<file path="src/rtl/sdram_wb_arbiter.sv">
`default_nettype none
// ============================================================================
// Module   : sdram_wb_arbiter
// Purpose  : Two-master Wishbone arbiter for the single slave port of the
//            SDRAM controller. Master 0 is the CPU data port and master 1 is
//            the instruction-fetch port. A grant is held for one whole
//            transaction. Every transaction is followed by a one-cycle
//            release gap, so the slave sees a fresh cyc/stb rising edge for
//            each access. A watchdog aborts a hung access and returns an
//            error to the requester.
// Ports    : wb_clk_i, rst_n (async, active low)
//            m0_* / m1_*  master-side Wishbone (cyc, stb, we, addr, data, sel
//                         in; data, ack, err out)
//            s_*          slave-side Wishbone (cyc, stb, we, addr, data, sel
//                         out; data, ack in)
//            grant_o      one-hot current grant (bit0 = m0), for debug
// Config   : SDRAM_ARB_RR_EN defined   -> round-robin on a tie
//            SDRAM_ARB_RR_EN undefined -> fixed priority, m0 wins a tie
// Revision : 1.0 - initial release
// ============================================================================
module sdram_wb_arbiter #(
    parameter int TIMEOUT_CYCLES = 1024
) (
    input  logic        wb_clk_i,
    input  logic        rst_n,
    // master 0 (CPU data)
    input  logic        m0_cyc_i,
    input  logic        m0_stb_i,
    input  logic        m0_we_i,
    input  logic [31:0] m0_addr_i,
    input  logic [31:0] m0_data_i,
    input  logic [3:0]  m0_sel_i,
    output logic [31:0] m0_data_o,
    output logic        m0_ack_o,
    output logic        m0_err_o,
    // master 1 (instruction fetch)
    input  logic        m1_cyc_i,
    input  logic        m1_stb_i,
    input  logic        m1_we_i,
    input  logic [31:0] m1_addr_i,
    input  logic [31:0] m1_data_i,
    input  logic [3:0]  m1_sel_i,
    output logic [31:0] m1_data_o,
    output logic        m1_ack_o,
    output logic        m1_err_o,
    // SDRAM slave
    output logic        s_cyc_o,
    output logic        s_stb_o,
    output logic        s_we_o,
    output logic [31:0] s_addr_o,
    output logic [31:0] s_data_o,
    output logic [3:0]  s_sel_o,
    input  logic [31:0] s_data_i,
    input  logic        s_ack_i,
    // debug
    output logic [1:0]  grant_o
);

    localparam int                c_WD_W   = $clog2(TIMEOUT_CYCLES + 1);
    localparam logic [c_WD_W-1:0] c_WD_MAX = c_WD_W'(TIMEOUT_CYCLES);
    localparam logic [c_WD_W-1:0] c_WD_ONE = c_WD_W'(1);

    typedef enum logic [1:0] {
        ST_IDLE    = 2'd0,
        ST_GNT0    = 2'd1,
        ST_GNT1    = 2'd2,
        ST_RELEASE = 2'd3
    } state_t;

    state_t              r_state;
    logic                r_last;      // index of the master granted most recently
    logic [c_WD_W-1:0]   r_wdog;
    logic [31:0]         r_m0_data;   // last value presented on m0_data_o
    logic [31:0]         r_m1_data;   // last value presented on m1_data_o

    logic w_req0;
    logic w_req1;
    logic w_gnt0;
    logic w_gnt1;
    logic w_tout;
    logic w_tie_win;
    logic w_win;

    assign w_req0 = m0_cyc_i & m0_stb_i;
    assign w_req1 = m1_cyc_i & m1_stb_i;
    assign w_gnt0 = (r_state == ST_GNT0);
    assign w_gnt1 = (r_state == ST_GNT1);
    assign w_tout = (r_wdog == c_WD_MAX);

`ifdef SDRAM_ARB_RR_EN
    // Round-robin: the master that was not served last wins a tie.
    assign w_tie_win = ~r_last;
`else
    // Fixed priority: m0 always wins a tie; r_last is tracked but ignored.
    assign w_tie_win = 1'b0 & r_last;
`endif

    // Winner index (0 = m0, 1 = m1) when at least one master requests.
    assign w_win = (w_req0 & w_req1) ? w_tie_win : w_req1;

    always_ff @(posedge wb_clk_i or negedge rst_n) begin
        if (!rst_n) begin
            r_state   <= ST_IDLE;
            r_last    <= 1'b1;
            r_wdog    <= '0;
            r_m0_data <= '0;
            r_m1_data <= '0;
        end else begin
            case (r_state)
                ST_IDLE: begin
                    if (w_req0 | w_req1) begin
                        r_state <= w_win ? ST_GNT1 : ST_GNT0;
                        r_last  <= w_win;
                        r_wdog  <= '0;
                    end
                end
                ST_GNT0: begin
                    r_m0_data <= s_data_i;
                    // Ack, abandoned cycle and timeout all end the grant.
                    // The counter only advances below its limit, so it
                    // saturates rather than wrapping.
                    if (s_ack_i | ~m0_cyc_i | w_tout) begin
                        r_state <= ST_RELEASE;
                    end else begin
                        r_wdog <= r_wdog + c_WD_ONE;
                    end
                end
                ST_GNT1: begin
                    r_m1_data <= s_data_i;
                    if (s_ack_i | ~m1_cyc_i | w_tout) begin
                        r_state <= ST_RELEASE;
                    end else begin
                        r_wdog <= r_wdog + c_WD_ONE;
                    end
                end
                ST_RELEASE: r_state <= ST_IDLE;
                default:    r_state <= ST_IDLE;
            endcase
        end
    end

    // Response paths are combinational so a slave ack reaches the master in
    // the same cycle. Everything decodes from r_state, so an async reset
    // drops the slave strobe immediately.
    always_comb begin
        s_cyc_o   = 1'b0;
        s_stb_o   = 1'b0;
        s_we_o    = 1'b0;
        s_addr_o  = '0;
        s_data_o  = '0;
        s_sel_o   = '0;
        m0_ack_o  = 1'b0;
        m1_ack_o  = 1'b0;
        m0_err_o  = 1'b0;
        m1_err_o  = 1'b0;
        m0_data_o = r_m0_data;
        m1_data_o = r_m1_data;
        if (w_gnt0) begin
            s_cyc_o   = w_req0;
            s_stb_o   = w_req0;
            s_we_o    = m0_we_i;
            s_addr_o  = m0_addr_i;
            s_data_o  = m0_data_i;
            s_sel_o   = m0_sel_i;
            m0_ack_o  = s_ack_i;
            m0_data_o = s_data_i;
            // A same-cycle ack wins over the timeout error.
            m0_err_o  = w_tout & m0_cyc_i & ~s_ack_i;
        end else if (w_gnt1) begin
            s_cyc_o   = w_req1;
            s_stb_o   = w_req1;
            s_we_o    = m1_we_i;
            s_addr_o  = m1_addr_i;
            s_data_o  = m1_data_i;
            s_sel_o   = m1_sel_i;
            m1_ack_o  = s_ack_i;
            m1_data_o = s_data_i;
            m1_err_o  = w_tout & m1_cyc_i & ~s_ack_i;
        end
    end

    assign grant_o = {w_gnt1, w_gnt0};

endmodule
`default_nettype wire

</file>
<file path="config.mk">
export PLATFORM = sky130hd
export DESIGN_NAME = sdram_wb_arbiter
export DESIGN_NICKNAME = d
export VERILOG_FILES = /design/src/rtl/sdram_wb_arbiter.sv
export SDC_FILE = /design/constraint.sdc
export NUM_CORES = 1
export LEC_CHECK = 0
export CORE_AREA = 2 2 122 124
export DETAILED_ROUTE_END_ITERATION = 10
export DIE_AREA = 0 0 124 126
export PLACE_DENSITY = 0.7
export SYNTH_ARGS = -nofsm -noshare
export SYNTH_HDL_FRONTEND = slang
export SYNTH_SLANG_ARGS = --single-unit
</file>
<file path="constraint.sdc">
create_clock -name wb_clk_i -period 3.32 [get_ports wb_clk_i]
set_clock_uncertainty 0.2 [all_clocks]
set_input_delay 0.996 -clock wb_clk_i [delete_from_list [all_inputs] [get_ports wb_clk_i]]
set_output_delay 0.996 -clock wb_clk_i [all_outputs]
set_load 0.05 [all_outputs]
</file>
---- After elaboration in Yosys (flattened, before gate mapping) ----
Cells that the tools add are included.
storage, ports and cells
  register bits after elaboration ......... 77
  output and inout bits ................... 141
operators by class
  add/subtract/negate cells ............... 1
  equality and inequality tests ........... 9
  multiplexer cells ....................... 29
  bitwise operators ....................... 15
  reduce and logical (&&, ||, !) cells .... 4
operator list
  kind                                                                      number
  32-bit two-way mux                                                        7
  11-bit two-way mux                                                        3
  11-bit one-hot mux with 3 select lines                                    1
  11-bit by 1-bit adder with 11-bit output (second input constant)          1
  11-bit equality test (second input constant)                              1
  1-bit two-way mux                                                         11
  2-bit two-way mux                                                         4
  4-bit two-way mux                                                         2
  2-bit one-hot mux with 4 select lines                                     1
  1-bit bitwise AND                                                         7
  2-bit inequality test (second input constant)                             3
  1-bit OR                                                                  5
  2-bit equality test (second input constant)                               2
  2-bit by 1-bit inequality test with 1-bit output (second input constant)  2
  4-bit AND reduction                                                       1
  1-bit NOT                                                                 3
  3-bit AND reduction                                                       1
  3-bit nonzero test                                                        1
  2-bit by 1-bit equality test with 1-bit output (second input constant)    1
  2-bit zero test                                                           1

---- Depth between registers and ports, before layout ----
Gate-level depths: netlist (run 1).
  depth after elaboration ................. 6
  depth in mapped cells ................... 10
  mapped depth without buffers ............ 7

---- Worst setup path after synthesis (run 1) ----
No wires, ideal clock.
  kind .................................... register to output
  start ................................... register r_state[0]
  end ..................................... output s_stb_o
  data arrival time ....................... 2.406 ns
  required time ........................... 2.124 ns
  setup slack ............................. -0.282 ns
  cell stages (with the launch flop) ...... 11
  path buffers ............................ 5
  cells stage by stage .................... dfrtp_1 inv_1 ha_1 buf_2 nor2b_1 clkbuf_1 clkbuf_1 clkbuf_1 nand3_1 nand2_1 buf_4
between the ends
  longest elaborated chain between the ends .. 3
  elaborated cells on any way between the ends .. 4
RTL lines
  item                            RTL line  text
  start, declared                 70        state_t r_state;
  start signal, assigned          112       r_state <= w_win ? ST_GNT1 : ST_GNT0;
  2-bit equality test             87        assign w_gnt1 = (r_state == ST_GNT1);
  net w_gnt1                      79        logic w_gnt1;
  1-bit two-way mux (2 in a row)  n/a
  end, declared                   48        output logic s_stb_o,
The timed path passes the listed nets, and every way through them passes these cells.

---- Worst setup path after layout (run 1) ----
  start ................................... register r_state[0]
  end ..................................... output m1_data_o[20]
between the ends
  longest elaborated chain between the ends .. 3
  elaborated cells on any way between the ends .. 4
RTL lines
  item                  RTL line  text
  2-bit equality test   87
  32-bit two-way mux    n/a
  32-bit two-way mux *  158       if (w_gnt0) begin
  end, declared         43        output logic [31:0] m1_data_o,
Mark *: on every way between the ends. The rest lies on a longest branch, timed or not.

==> impl_metrics.prom, run 1 <==
# TYPE chip_impl_metric gauge
chip_impl_metric{name="grt_first_pass_wirelength",unit="um"} 27000
chip_impl_metric{name="port_buffers",unit=""} 317
chip_impl_info{name="tritoncts",value="yes"} 1
chip_impl_info{name="yosys-top-cells-count",value="mux2_2, dfrtp_1, a22o_1"} 1
chip_impl_metric{name="netlist-cell-type-count",unit=""} 41
chip_impl_metric{name="ant_nets",unit=""} 0
chip_impl_metric{name="dpl_worst_slack",unit="ns"} 0.0809
chip_impl_metric{name="holdBufCountCts",unit=""} 0
chip_impl_metric{name="cp.arrival",unit="ns"} 2.03
chip_impl_metric{name="final_layout_size_suffix_gt1_share",unit="%"} 40.3
chip_impl_metric{name="cts_htree_levels",unit=""} 3
chip_impl_metric{name="floorplan.io_pins",unit=""} 318
chip_impl_info{name="yosys_top_cell_by_area",value="dfrtp_1"} 1
chip_impl_metric{name="first_pass_iters",unit=""} 4
chip_impl_metric{name="tightestPinTransition",unit="ns"} 0.536
chip_impl_metric{name="wire_per_inst",unit="um"} 22.3
chip_impl_metric{name="cts_buffers",unit=""} 9
chip_impl_metric{name="slew_headroom",unit="%"} 64.3
chip_impl_metric{name="cts.reportedPaths.clkPinSlew",unit="ns"} 0.05
chip_impl_metric{name="setup_viol",unit=""} 0
chip_impl_metric{name="final.setup.worst_slack",unit="ns"} 0.0936
chip_impl_metric{name="cts_max_path_buffers",unit=""} 2
chip_impl_info{name="timing.critical_path.slowest_stage_cell",value="dfrtp_1"} 1
chip_impl_metric{name="grt_usage",unit="%"} 23.1
chip_impl_metric{name="design.die.area",unit="um^2"} 15600
chip_impl_metric{name="ys_ff_latch",unit=""} 77
chip_impl_metric{name="maximum_number_of_pins_on_one_net_before_global_route_repair",unit=""} 78
chip_impl_metric{name="residual_overflow_from_global_routing",unit=""} 0
chip_impl_metric{name="cts.sink_count",unit=""} 77
chip_impl_metric{name="yosysTopAreaCellShare",unit="%"} 44.3
chip_impl_metric{name="count_of_warnings_emitted_by_yosys",unit=""} 0
chip_impl_metric{name="grt_antenna_before_repair",unit=""} 0
chip_impl_metric{name="synthesized_netlist_net_count",unit=""} 547
chip_impl_metric{name="initialDrtViolationCount",unit=""} 177
chip_impl_metric{name="route.final.wire_length",unit="um"} 19000
chip_impl_metric{name="post-route-min-period",unit="ns"} 3.23
chip_impl_metric{name="slew_violations",unit=""} 0
chip_impl_metric{name="detailroute.via_count",unit=""} 4402
chip_impl_metric{name="hpwl",unit="um"} 14200
chip_impl_metric{name="share_of_cell_area_taken_by_muxes_after_synthesis",unit="%"} 25.1
chip_impl_info{name="ys.flop_type",value="dfrtp_1"} 1
chip_impl_metric{name="xor_xnor_cell_area_share_of_the_yosys_netlist",unit="%"} 0
chip_impl_metric{name="rd_place_congestion",unit=""} 0.899
chip_impl_metric{name="initial_standard_cell_utilization_of_the_core",unit="%"} 30.4
chip_impl_metric{name="timing.final.crit_share",unit="%"} 97.2
chip_impl_metric{name="detail_route.drc_violations",unit=""} 0
chip_impl_metric{name="finish.net_count",unit=""} 849
chip_impl_metric{name="die_w",unit="um"} 124
chip_impl_info{name="timing_worst_setup_path_type",value="register to primary output"} 1
chip_impl_metric{name="critical_path.max_stage_delay",unit="ns"} 0.41
chip_impl_metric{name="synthesized_area_fraction_occupied_by_ao_oa_aoi_and_oai_cells",unit="%"} 19.3
chip_impl_metric{name="timing_hold_violations_final",unit=""} 0
chip_impl_metric{name="clock_insertion_delay_at_the_later_pin_of_the_skew_report",unit="ns"} 0.33
chip_impl_metric{name="n_fill_cell",unit=""} 1057
chip_impl_metric{name="areaGrowthSynthToFinish",unit="%"} 110
chip_impl_metric{name="first_global_vias",unit=""} 4623
chip_impl_metric{name="synth_simple_gate_area_share",unit="%"} 5.59
chip_impl_metric{name="crit_path_max_fanout",unit=""} 25
chip_impl_info{name="clockRootBuffer",value="clkbuf_16"} 1
chip_impl_info{name="worst_hold_path_type",value="register to register"} 1
chip_impl_info{name="largest_family_of_logic_cells_by_synthesized_area",value="multiplexers"} 1
chip_impl_info{name="synth.area.top_cells",value="dfrtp_1, mux2_2, a22o_1"} 1
chip_impl_metric{name="synth_adder_area_share",unit="%"} 1.44
chip_impl_metric{name="fp.coreArea",unit="um^2"} 14300
chip_impl_metric{name="avgViaCountPerCell",unit=""} 5.15
chip_impl_metric{name="mean_instance_size_in_the_synthesized_netlist",unit="um^2"} 11.9
chip_impl_metric{name="number_of_cell_rows",unit=""} 44
chip_impl_metric{name="synth_edf_count",unit=""} 0
chip_impl_info{name="status",value="finished, final reports clean"} 1
chip_impl_metric{name="syn_area",unit="um^2"} 4350
chip_impl_metric{name="number_of_max_capacitance_violations_reported",unit=""} 0
chip_impl_info{name="endpoint_kind",value="primary output"} 1
chip_impl_metric{name="die_h",unit="um"} 126
chip_impl_info{name="synth_most_common_cell",value="mux2_2"} 1
chip_impl_metric{name="postSynthCellCount",unit=""} 365
chip_impl_metric{name="synth_async_reset_ratio",unit="%"} 100
chip_impl_metric{name="worst_path_required",unit="ns"} 2.12
chip_impl_metric{name="seq_area_frac_synth",unit="%"} 44.3
chip_impl_info{name="crit_path_cell_trace",value="inv_2 > ha_2 > nor2b_4 > buf_12 > mux2_2 > buf_4"} 1
chip_impl_metric{name="insertedDiodeCount",unit=""} 0
chip_impl_info{name="type_of_origin_of_the_critical_path",value="register"} 1
chip_impl_metric{name="f_max",unit="GHz"} 0.310
-- state kept, by name, summed over array words and instances, names as in the netlist --
signal / flops
r_m0_data: 32
r_m1_data: 32
r_wdog: 11
r_state: 2
-- layout make-up --
cell class | count | area, um^2 | share of cell area [%]
Timing Repair Buffer | 327 | 4420 | 48.5
Multi-Input combinational cell | 245 | 2260 | 24.8
Sequential cell | 77 | 1930 | 21.1
Tap cell | 184 | 230 | 2.53
Clock buffer | 9 | 225 | 2.47
Clock inverter | 5 | 30.0 | 0.329
Inverter | 7 | 26.3 | 0.288
-- placed cells by master (no fill, tap or decap), drive strengths merged, types with 3 or more instances in the layout --
cell / Yosys / final
clkinv: 0 / 3
ha: 5 / 5
o21ai: 6 / 6
and2: 5 / 5
buf: 15 / 150
clkbuf: 21 / 11
nand2: 7 / 7
dfrtp: 77 / 77
mux2: 96 / 96
nor2: 6 / 6
nand3: 8 / 8
o31ai: 13 / 13
clkdlybuf4s50: 0 / 175
a22o: 69 / 69
inv: 7 / 7
-- layer usage --
layer	up-vias	part of all wire [%]	GRT usage, %
met4	0	4.0	11.6
li1	1998	-	-
met1	2147	37	25.8
met2	216	51	40.0
met3	41	8.8	6.30
met5	-	0	0
-- per-stage QoR --
| stage | area, um^2 | utilization [%] | cells | setup TNS (ns) | hold WS [ns] |
|---|---|---|---|---|---|
| floorplan | 4350 | - | 365 | 0 | 0.274 |
| global placement | 8730 | 61.0 | 837 | 0 | 0.286 |
| detailed placement | 8730 | 61.0 | 837 | 0 | 0.292 |
| CTS | 8980 | 62.8 | 851 | 0 | 0.305 |
| global route | 9120 | 63.7 | 854 | -0.000220 | 0.315 |
| finish | 9120 | 63.7 | 854 | 0 | 0.305 |
-- path summary, 6_finish.rpt --
kind | startpoint | to | cells after the start | slack (ns)
worst max register to register | r_state[1] | r_wdog[6] | 8 | 0.70
worst min-delay path | r_m1_data[16] | r_m1_data[16] | 1 | 0.30
worst min register to register | r_m1_data[16] | r_m1_data[16] | 1 | 0.30
worst max-delay path | r_state[0] | m1_data_o[20] | 6 | 0.09
min in group asynchronous | rst_n | r_wdog[10] | 2 | 0.46
max in group asynchronous | rst_n | r_m0_data[21] | 2 | 2.09
-- critical path: cells and delay by family, from the launching register on --
| family | cells | cell delay, ns |
|---|---|---|
| flops | 1 | 0.41 |
| mux | 1 | 0.36 |
| fa+ha+maj | 1 | 0.17 |
| buf+inv | 3 | 0.50 |
| simple gates | 1 | 0.24 |
-- cell families after synthesis --
| logic type | count (synthesis) |
|---|---|
| buf+inv | 43 |
| simple gates | 42 |
| flops | 77 |
| compound gates | 101 |
| fa+ha+maj | 5 |
| mux | 97 |
-- repair_timing --
item	CTS	global route
setup buffers	0	1
endpoints found under the setup margin	19	32
gates cloned	0	2
gates resized for setup	1	17
Power of run 1 is left out: the tool's default activity adds up to more than one toggle a clock period on the data nets, which glitch-free logic cannot reach.
==> run 2: changes to the inputs <==
- ABC_AREA: default -> 1
- CORE_AREA: 2 2 122 124 -> 2 2 125 127
- CTS_CLUSTER_DIAMETER: default -> 100
- DIE_AREA: 0 0 124 126 -> 0 0 127 129
- PLACE_DENSITY: 0.7 -> 0.69
==> run 2 against run 1 <==
Against the previous run:
- fmax down 1.0%
- global-route usage is 0.88 points lower
- first-iteration DRC count rose by 79%
- die area is 4.9% higher
- worst hold slack lost 0.019 ns
- sequential cell count is the same
- wire length up 1.0%
- cell area rose by 8.1%
- sequential share of layout area decreased by 1.6 points
- via count grew 29%
- synthesized cell count is 94% higher
- critical path type is now input pin to primary output
- critical endpoint is now m1_err_o
==> impl_metrics.prom, run 2 <==
# TYPE chip_impl_metric gauge
chip_impl_info{name="status",value="finished, final reports clean"} 1
chip_impl_metric{name="netlist-cell-type-count",unit=""} 26
chip_impl_info{name="endpoint_kind",value="primary output"} 1
chip_impl_metric{name="cts_htree_levels",unit=""} 3
chip_impl_metric{name="final_layout_size_suffix_gt1_share",unit="%"} 18.7
chip_impl_metric{name="timing.final.crit_share",unit="%"} 98.2
chip_impl_metric{name="clock_insertion_delay_at_the_later_pin_of_the_skew_report",unit="ns"} 0.33
chip_impl_metric{name="maximum_number_of_pins_on_one_net_before_global_route_repair",unit=""} 91
chip_impl_metric{name="setup_viol",unit=""} 0
chip_impl_info{name="top_flop_regs",value="r_m0_data (32), r_m1_data (32), r_wdog (11)"} 1
chip_impl_metric{name="ys_ff_latch",unit=""} 77
chip_impl_metric{name="f_max",unit="GHz"} 0.307
chip_impl_metric{name="first_global_vias",unit=""} 5320
chip_impl_metric{name="grt_usage",unit="%"} 22.3
chip_impl_metric{name="synth_edf_count",unit=""} 0
chip_impl_metric{name="holdBufCountCts",unit=""} 0
chip_impl_info{name="tritoncts",value="yes"} 1
chip_impl_metric{name="residual_overflow_from_global_routing",unit=""} 0
chip_impl_metric{name="cts.sink_count",unit=""} 77
chip_impl_metric{name="timing_hold_violations_final",unit=""} 0
chip_impl_metric{name="die_w",unit="um"} 127
chip_impl_info{name="type_of_origin_of_the_critical_path",value="input pin"} 1
chip_impl_metric{name="synth_async_reset_ratio",unit="%"} 100
chip_impl_info{name="timing_worst_setup_path_type",value="input pin to primary output"} 1
chip_impl_metric{name="final.setup.worst_slack",unit="ns"} 0.0600
chip_impl_metric{name="wire_per_inst",unit="um"} 16.1
chip_impl_metric{name="grt_antenna_before_repair",unit=""} 0
chip_impl_metric{name="floorplan.io_pins",unit=""} 318
chip_impl_info{name="worst_hold_path_type",value="register to register"} 1
chip_impl_metric{name="ant_nets",unit=""} 0
chip_impl_metric{name="post-route-min-period",unit="ns"} 3.26
chip_impl_metric{name="cts_buffers",unit=""} 9
chip_impl_metric{name="number_of_max_capacitance_violations_reported",unit=""} 0
chip_impl_metric{name="initial_standard_cell_utilization_of_the_core",unit="%"} 31.6
chip_impl_metric{name="route.final.wire_length",unit="um"} 19200
chip_impl_metric{name="layout.cell_area.non_filler",unit="um^2"} 9860
chip_impl_info{name="synth_most_common_cell",value="nand2_1"} 1
chip_impl_metric{name="register_to_register_setup_slack",unit="ns"} 1.09
chip_impl_info{name="layout.cells.most_common",value="nand2_1"} 1
chip_impl_metric{name="finish.net_count",unit=""} 1185
chip_impl_info{name="unrepaired_setup_endpoints_after_global_routing",value="false"} 1
chip_impl_metric{name="cts_max_path_buffers",unit=""} 2
chip_impl_metric{name="design.die.area",unit="um^2"} 16400
chip_impl_info{name="ys.flop_type",value="dfrtp_1"} 1
chip_impl_metric{name="fp.coreArea",unit="um^2"} 15000
chip_impl_info{name="synth.area.top_cells",value="dfrtp_1, nand2_1, o21ai_0"} 1
chip_impl_metric{name="seq_area_frac_synth",unit="%"} 40.7
chip_impl_metric{name="rd_place_congestion",unit=""} 0.867
chip_impl_metric{name="syn_area",unit="um^2"} 4730
chip_impl_metric{name="crit_path_max_fanout",unit=""} 3
chip_impl_metric{name="avgViaCountPerCell",unit=""} 4.76
chip_impl_info{name="yosys-top-cells-count",value="nand2_1, o21ai_0, nand3_1"} 1
chip_impl_metric{name="number_of_cell_rows",unit=""} 45
chip_impl_metric{name="grt_first_pass_wirelength",unit="um"} 28800
chip_impl_metric{name="detailroute.via_count",unit=""} 5687
chip_impl_metric{name="areaGrowthSynthToFinish",unit="%"} 108
chip_impl_metric{name="dpl_worst_slack",unit="ns"} 0.0609
chip_impl_info{name="final_cell_mix",value="nand2_1, clkdlybuf4s50_1, buf_12, nand3_1, dfrtp_1"} 1
chip_impl_metric{name="detail_route.drc_violations",unit=""} 0
chip_impl_metric{name="slew_headroom",unit="%"} 62.5
chip_impl_metric{name="count_of_warnings_emitted_by_yosys",unit=""} 0
chip_impl_metric{name="cts.reportedPaths.clkPinSlew",unit="ns"} 0.06
chip_impl_metric{name="tightestPinTransition",unit="ns"} 0.562
chip_impl_metric{name="worst_path_required",unit="ns"} 2.12
chip_impl_metric{name="hpwl",unit="um"} 14600
chip_impl_metric{name="cp.arrival",unit="ns"} 2.06
chip_impl_metric{name="whs",unit="ns"} 0.286
chip_impl_metric{name="die_h",unit="um"} 129
chip_impl_metric{name="yosysTopAreaCellShare",unit="%"} 40.7
chip_impl_info{name="yosys_top_cell_by_area",value="dfrtp_1"} 1
chip_impl_info{name="clockRootBuffer",value="clkbuf_16"} 1
chip_impl_metric{name="port_buffers",unit=""} 317
chip_impl_metric{name="initialDrtViolationCount",unit=""} 317
chip_impl_metric{name="dpl_cell_area",unit="um^2"} 9460
chip_impl_metric{name="insertedDiodeCount",unit=""} 0
chip_impl_metric{name="slew_violations",unit=""} 0
chip_impl_metric{name="postSynthCellCount",unit=""} 709
chip_impl_metric{name="mean_instance_size_in_the_synthesized_netlist",unit="um^2"} 6.67
chip_impl_metric{name="synthesized_netlist_net_count",unit=""} 891
chip_impl_metric{name="first_pass_iters",unit=""} 6
-- run 2: repair_timing --
item                       in CTS  in global routing
setup buffers                   0                  3
setup endpoints to repair       3                 29
gates cloned                    0                  1
gates resized for setup         1                  6
-- run 2: cell type report --
type | instances | area (um^2)
inverter | 56 | 213
multi-input combinational | 525 | 2380
clock buffer | 10 | 229
timing repair buffer | 334 | 4800
tap | 188 | 235
clock inverter | 6 | 71.3
sequential | 77 | 1930
fill | 1222 | 5120
-- run 2: critical path, cell delays in order --
cell and delay [ns]:
clkdlybuf4s50_1 0.42, inv_1 0.10, nand2_1 0.15, nor3_4 0.24, buf_12 0.16
-- run 2: cell families after synthesis --
kind of cell,after synthesis,share of synthesized area (%)
AND/OR/NAND/NOR,404,35.2
AO/OA/AOI/OAI,116,12.8
flip-flops,77,40.7
buffers and inverters,107,9.92
adder cells (fa/ha/maj),5,1.32
-- run 2: path summary, 6_finish.rpt --
check	startpoint	endpoint	cells past startpoint
worst max-delay path	s_ack_i	m1_err_o	5
worst min-delay path	r_m1_data[26]	r_m1_data[26]	2
worst max register to register	r_state[0]	r_wdog[10]	7
worst min register to register	r_m1_data[26]	r_m1_data[26]	2
max in group asynchronous	rst_n	r_m1_data[1]	2
min in group asynchronous	rst_n	r_m1_data[28]	1
-- run 2: per-stage QoR --
step,setup TNS (ns),utilization [%],cells
after floorplan,-0.800,-,709
after global placement,0,63.2,1176
after detailed placement,0,63.2,1176
after CTS,0,65.3,1192
after global routing,0,65.8,1196
final,0,65.8,1196
-- run 2: metal layers --
layer	wire length, um	vias up	track usage (%)
met4	348	0	5.37
met3	1840	26	9.15
met1	7700	2588	28.5
met5	0	-	0
li1	-	2849	-
met2	9350	224	35.3
Power of run 2 is left out for the same reason.
